===== src/rtl/ysyx_22040228clint_resp_pkg.sv =====
// Shared CLINT definitions: address window, register offsets, AXI size codes,
// FSM encodings and the byte-lane merge helper.
package ysyx_22040228clint_resp_pkg;

  localparam int unsigned XLEN     = 64;
  localparam int unsigned MASK_W   = 8;
  localparam int unsigned SIZE_W   = 3;
  localparam int unsigned DW_IDX_W = 13;
  localparam int unsigned PRESC_W  = 16;

  localparam logic [XLEN-1:0] CLINT_START = 64'h0000_0000_0200_0000;
  localparam logic [XLEN-1:0] CLINT_LEN   = 64'h0000_0000_0001_0000;
  localparam logic [XLEN-1:0] CLINT_END   = CLINT_START + CLINT_LEN - 64'd1;

  localparam logic [15:0] MSIP_OFF     = 16'h0000;
  localparam logic [15:0] MTIMECMP_OFF = 16'h4000;
  localparam logic [15:0] MTIME_OFF    = 16'hBFF8;

  localparam logic [SIZE_W-1:0] AXI_SIZE_BYTES_1 = 3'b000;
  localparam logic [SIZE_W-1:0] AXI_SIZE_BYTES_2 = 3'b001;
  localparam logic [SIZE_W-1:0] AXI_SIZE_BYTES_4 = 3'b010;
  localparam logic [SIZE_W-1:0] AXI_SIZE_BYTES_8 = 3'b011;

  typedef enum logic {
    ST_IDLE = 1'b0,
    ST_ACK  = 1'b1
  } clint_state_e;

  // Byte i of the result comes from wdata when mask[i] is set, else from old.
  function automatic logic [XLEN-1:0] merge_bytes(input logic [XLEN-1:0]   old,
                                                  input logic [XLEN-1:0]   wdata,
                                                  input logic [MASK_W-1:0] mask);
    logic [XLEN-1:0] res;
    res = old;
    for (int i = 0; i < int'(MASK_W); i++) begin
      if (mask[i]) res[8*i +: 8] = wdata[8*i +: 8];
    end
    return res;
  endfunction

endpackage


===== src/rtl/ysyx_22040228clint_mtime.sv =====
// Machine timer: prescaler plus 64-bit counter with a byte-masked write port.
// A write beats a same-cycle increment and restarts the prescaler.
module ysyx_22040228clint_mtime
  import ysyx_22040228clint_resp_pkg::*;
#(
  parameter int unsigned TICK_DIV = 1
) (
  input  logic              clk,
  input  logic              rst,
  input  logic              we,
  input  logic [MASK_W-1:0] mask,
  input  logic [XLEN-1:0]   data,
  output logic [XLEN-1:0]   mtime
);

  localparam logic [PRESC_W-1:0] PRESC_MAX = PRESC_W'(TICK_DIV - 1);

  logic [PRESC_W-1:0] prescaler;

  always_ff @(posedge clk) begin
    if (!rst) begin
      prescaler <= '0;
      mtime     <= '0;
    end else if (we) begin
      mtime     <= merge_bytes(mtime, data, mask);
      prescaler <= '0;
    end else if (prescaler == PRESC_MAX) begin
      mtime     <= mtime + 64'd1;
      prescaler <= '0;
    end else begin
      prescaler <= prescaler + PRESC_W'(1);
    end
  end

endmodule


===== src/rtl/ysyx_22040228clint_resp.sv =====
// CLINT responder on the core MMIO request port: msip/mtimecmp/mtime registers,
// single-beat accesses completed by a one-cycle finish pulse.
module ysyx_22040228clint_resp
  import ysyx_22040228clint_resp_pkg::*;
#(
  parameter logic [63:0] BASE_ADDR = CLINT_START,
  parameter int unsigned TICK_DIV  = 1
) (
  input  logic              clk,
  input  logic              rst,
  input  logic [XLEN-1:0]   req_addr,
  input  logic [XLEN-1:0]   req_data,
  input  logic [MASK_W-1:0] req_mask,
  input  logic [SIZE_W-1:0] req_size,
  input  logic              req_we,
  input  logic              req_re,
  output logic [XLEN-1:0]   resp_data,
  output logic              resp_finish,
  output logic              resp_err,
  output logic              timer_irq,
  output logic              soft_irq
);

  localparam logic [XLEN-1:0]     WIN_END      = BASE_ADDR + (CLINT_LEN - 64'd1);
  localparam logic [DW_IDX_W-1:0] MSIP_IDX     = MSIP_OFF[15:3];
  localparam logic [DW_IDX_W-1:0] MTIMECMP_IDX = MTIMECMP_OFF[15:3];
  localparam logic [DW_IDX_W-1:0] MTIME_IDX    = MTIME_OFF[15:3];

  clint_state_e state, state_nxt;

  logic [XLEN-1:0] mtime, mtimecmp;
  logic            msip;

  logic            req_c, out_of_win_c, misaligned_c, err_c;
  logic            hit_msip_c, hit_cmp_c, hit_time_c;
  logic            wr_msip_c, wr_cmp_c, wr_time_c;
  logic [XLEN-1:0] rdata_c, data_nxt;
  logic            finish_nxt, err_nxt;

  // Address decode, legality and read mux.
  always_comb begin
    req_c        = req_we | req_re;
    out_of_win_c = (req_addr < BASE_ADDR) || (req_addr > WIN_END);
    unique case (req_size)
      AXI_SIZE_BYTES_1: misaligned_c = 1'b0;
      AXI_SIZE_BYTES_2: misaligned_c = req_addr[0];
      AXI_SIZE_BYTES_4: misaligned_c = |req_addr[1:0];
      AXI_SIZE_BYTES_8: misaligned_c = |req_addr[2:0];
      default:          misaligned_c = 1'b1;
    endcase
    err_c      = out_of_win_c | (req_we & req_re) | misaligned_c;
    hit_msip_c = (req_addr[15:3] == MSIP_IDX);
    hit_cmp_c  = (req_addr[15:3] == MTIMECMP_IDX);
    hit_time_c = (req_addr[15:3] == MTIME_IDX);
    rdata_c    = '0;
    if (hit_msip_c)      rdata_c = {63'd0, msip};
    else if (hit_cmp_c)  rdata_c = mtimecmp;
    else if (hit_time_c) rdata_c = mtime;
  end

  always_ff @(posedge clk) begin
    if (!rst) begin
      state       <= ST_IDLE;
      resp_finish <= 1'b0;
      resp_err    <= 1'b0;
      resp_data   <= '0;
    end else begin
      state       <= state_nxt;
      resp_finish <= finish_nxt;
      resp_err    <= err_nxt;
      resp_data   <= data_nxt;
    end
  end

  // Next state, response and register write strobes.
  always_comb begin
    state_nxt  = state;
    finish_nxt = 1'b0;
    err_nxt    = 1'b0;
    data_nxt   = resp_data;
    wr_msip_c  = 1'b0;
    wr_cmp_c   = 1'b0;
    wr_time_c  = 1'b0;
    unique case (state)
      ST_IDLE: begin
        if (req_c) begin
          state_nxt  = ST_ACK;
          finish_nxt = 1'b1;
          err_nxt    = err_c;
          if (err_c) begin
            data_nxt = '0;
          end else if (req_re) begin
            data_nxt = rdata_c;
          end else begin
            data_nxt  = '0;
            wr_msip_c = hit_msip_c & req_mask[0];
            wr_cmp_c  = hit_cmp_c & (|req_mask);
            wr_time_c = hit_time_c & (|req_mask);
          end
        end
      end
      ST_ACK:  state_nxt = ST_IDLE;
      default: state_nxt = ST_IDLE;
    endcase
  end

  always_ff @(posedge clk) begin
    if (!rst) begin
      msip     <= 1'b0;
      mtimecmp <= '1;
    end else begin
      if (wr_msip_c) msip <= req_data[0];
      if (wr_cmp_c)  mtimecmp <= merge_bytes(mtimecmp, req_data, req_mask);
    end
  end

  ysyx_22040228clint_mtime #(
    .TICK_DIV (TICK_DIV)
  ) u_mtime (
    .clk   (clk),
    .rst   (rst),
    .we    (wr_time_c),
    .mask  (req_mask),
    .data  (req_data),
    .mtime (mtime)
  );

  assign timer_irq = (mtime >= mtimecmp);
  assign soft_irq  = msip;

endmodule

===== config.mk =====
export PLATFORM = sky130hd
export DESIGN_NAME = ysyx_22040228clint_resp
export DESIGN_NICKNAME = d
export VERILOG_FILES = /design/src/rtl/ysyx_22040228clint_resp_pkg.sv /design/src/rtl/ysyx_22040228clint_mtime.sv /design/src/rtl/ysyx_22040228clint_resp.sv
export SDC_FILE = /design/constraint.sdc
export NUM_CORES = 1
export LEC_CHECK = 0
export BUFFER_PORTS_ARGS = -buffer_cell sky130_fd_sc_hd__clkbuf_2
export CAP_MARGIN = 20
export CORE_ASPECT_RATIO = 0.7
export CORE_MARGIN = 3
export CORE_UTILIZATION = 36
export CTS_CLUSTER_SIZE = 10
export DETAILED_ROUTE_END_ITERATION = 16
export PLACE_DENSITY_LB_ADDON = 0.15
export SETUP_SLACK_MARGIN = 0.2
export SLEW_MARGIN = 20
export SYNTH_ARGS = -nofsm -noshare
export SYNTH_HDL_FRONTEND = slang
export SYNTH_SLANG_ARGS = --single-unit

===== constraint.sdc =====
create_clock -name clk -period 2.7 [get_ports clk]
set_input_delay 0.27 -clock clk [delete_from_list [all_inputs] [get_ports clk]]
set_output_delay 0.27 -clock clk [all_outputs]
set_load 0.01 [all_outputs]

==> impl_metrics.tcl <==
set metrics [dict create \
    antenna_cells 0 \
    cts_tree "done" \
    rrSetupSlack_ns 0.33 \
    rsz0062_at_grt "yes" \
    synthArstFlopShare 0 \
    dieHeight_um 159 \
    r2r_start "u_mtime.mtime[34]$_SDFFE_PN0P_" \
    required_ns 2.43 \
    core_area_mm2 0.0326 \
    num_vias 12700 \
    numCtsBuffers 26 \
    synth_edf_count 0 \
    area_delta_synth_final_pct 29.3 \
    grt_usage 0.233 \
    critPathKind "reg2out" \
    hp-start "req_data[15]" \
    clk_latency_ns 0.55 \
    grt_pass1_vias 12200 \
    ant_nets 0 \
    dp_hpwl_um 31800 \
    wire_per_inst_um 18.5 \
    vdd_ir_drop_max_uv 429 \
    layout_commonest_cell "nand2_1" \
    violations "negative setup slack" \
    setup_ws_ns -0.563 \
    slowest_delay_ns 0.39 \
    vias_per_cell 5.52 \
    hold_viol 0 \
    initial_utilization 0.369 \
    ys_ff_latch 211 \
    netlist_instances 1542 \
    ys_seq_area_frac 0.351 \
    drtPass1Iterations 6 \
    syn_nets 1752 \
    power_mw 6.77 \
    grt_pass1_wl_um 67800 \
    min_period_ns 3.26 \
    antenna_found_initial 1 \
    arrival_ns 2.99 \
    syn_avg_cell_area_um2 7.80 \
    crit_buf_inv 4 \
    critical_path.most_common_cell "buf_4" \
    hold_path_class "in2reg" \
    fin_skew_ns 0.0249 \
    tightest_slew_ns 0.862 \
    final_cell_mix "213 x nand2_1, 209 x clkbuf_2, 209 x dfxtp_1" \
    crit_family "compound AO/OA/AOI/OAI gates" \
    clk_pin_slew_ns 0.06 \
    ys.warnings.count 0 \
    finalWirelength_um 42400 \
    start_kind "register" \
    die-area_mm2 0.0357 \
    ys.flop_type "dfxtp_1" \
    report.final.slew_viol_count 0 \
    max-clock-path-buffers 3 \
    final_nets 2067 \
    synthDistinctLibCells 76 \
    timing.hold.ws_ns 0.0171 \
    whs_endpoint "mtimecmp[15]$_SDFFE_PN1P_" \
    drive_gt1_frac 0.233 \
    num_rows 55 \
    grt_start_max_net_pins 108 \
    critPathSlowestCell "or3_4" \
    drtIter0Drc 938 \
    timing.final.crit_share 1.21 \
    slew_headroom 0.425 \
    port_buffers 210 \
    cts_sinks 211 \
    status "finished with violations" \
    p_leak_nw 7.09 \
    place_congestion 0.981 \
    endpoint_kind "output port" \
    worstPathMaxFanout 2 \
    cts.htree.levels 1 \
    maxCapViolCount 0 \
    die_w_um 225 \
    syn_area_mm2 0.0120 \
    r2r_cells 8 \
    max_clock_freq_mhz 306 \
    overflow 0 \
    hold_depth 3 \
    crit_chain "inv_1 -> ha_1 -> nor2_1 -> a21oi_1 -> o31ai_1 -> buf_4 -> a31oi_1 -> or3_4 -> a2111oi_4 -> buf_4 -> o211ai_1 -> clkbuf_2" \
    pin_count 211 \
    fin_setup_tns_ns -0.563 \
    root_buffer "clkbuf_16" \
    setup_violations 1 \
    drc 0 \
    timing.rr.end "u_mtime.mtime[49]$_SDFFE_PN0P_" \
    powerDensity_mw_per_mm2 435 \
]
cell type report:
type,instances,area [µm²]
Tap cell,427,534
Clock buffer,36,739
Multi-Input combinational cell,1158,7220
Timing Repair Buffer,380,2520
Sequential cell,211,4230
Fill cell,3273,17100
Clock inverter,1,8.76
Inverter,80,300
through the flow:
step                instances  worst slack, ns  utilization  area [µm²]
floorplan                1542            0.447            -       12000
global placement         2222           -0.139        0.439       14300
detailed placement       2222           -0.223        0.439       14300
CTS                      2292           -0.608        0.474       15400
global route             2293           -0.755        0.477       15600
finish                   2293           -0.563        0.477       15600
synthesized netlist by cell type, drive strengths merged (5+ instances only):
library cell | count | area share
nand2 | 215 | 0.067
dfxtp | 211 | 0.35
nand3 | 178 | 0.074
o21ai | 103 | 0.043
inv | 80 | 0.025
and2 | 74 | 0.039
nor2 | 69 | 0.022
a21oi | 67 | 0.030
ha | 67 | 0.070
a22oi | 65 | 0.041
clkbuf | 62 | 0.020
nor4 | 43 | 0.027
nand4 | 41 | 0.023
buf | 30 | 0.018
nor3 | 28 | 0.012
and3 | 19 | 0.010
o211ai | 19 | 0.012
a211oi | 16 | 0.010
o32ai | 14 | 0.010
or3 | 11 | 0.0057
xor2 | 11 | 0.0080
a31oi | 10 | 0.0052
and4 | 9 | 0.0070
o21a | 9 | 0.0056
o31a | 9 | 0.0066
o31ai | 9 | 0.0064
a21o | 7 | 0.0050
mux2 | 6 | 0.0056
xnor2 | 6 | 0.0044
o221ai | 5 | 0.0036
flip-flops by register name, indices dropped and copies added, names as in the netlist:
name	flops
mtimecmp	64
resp_data	64
resp_err	1
resp_finish	1
soft_irq	1
u_mtime.mtime	64
u_mtime.prescaler	16
worst reg2reg max path, delay by kind of cell, from the launching register on:
family,cells,cell delay [ns]
flops,1,0.45
compound gates,1,0.19
simple gates,6,1.45
buf+inv,1,0.18
per-layer routing:
metal	routed length, µm	track usage
met1	21200	0.358
met2	17200	0.337
met3	3220	0.0448
met4	845	0.0497
met5	0	0
repair_timing:
| item | 4_1_cts | 5_1_grt |
|---|---|---|
| resized for setup | 11 | 22 |
| endpoints found under the setup margin | 11 | 28 |
| hold endpoints to repair | 38 | 0 |
| hold buffers | 33 | 0 |
| pin swaps | 2 | 6 |
| setup buffers | 0 | 1 |
| gates cloned | 0 | 0 |
logic make-up after synthesis:
group / after synthesis / synth area share
AOI/OAI and AO/OA: 359 / 0.197
DFF: 211 / 0.351
adders and majority gates: 67 / 0.0697
muxes: 10 / 0.00894
and+or+nand+nor: 705 / 0.297
buffers and inverters: 173 / 0.0640
xor gates and xnor gates: 17 / 0.0124
worst max-delay path by stage:
stage / start / endpoint / slack [ns] / cells after the start
global placement: mtimecmp[1]$_SDFFE_PN1P_ / timer_irq / -0.14 / 12
floorplan: mtimecmp[13]$_SDFFE_PN1P_ / timer_irq / 0.45 / 8
CTS: u_mtime.mtime[0]$_SDFFE_PN0P_ / timer_irq / -0.61 / 12
finish: u_mtime.mtime[0]$_SDFFE_PN0P_ / timer_irq / -0.56 / 12
global route: mtimecmp[1]$_SDFFE_PN1P_ / timer_irq / -0.75 / 12
detailed placement: mtimecmp[1]$_SDFFE_PN1P_ / timer_irq / -0.22 / 12
power breakdown:
part | switching, mW | internal [mW]
Clock | 1.35 | 1.87
Sequential | 0.00366 | 3.12
Combinational | 0.253 | 0.164
Total | 1.61 | 5.16
No activity file was read; power rests on OpenSTA's default activity.
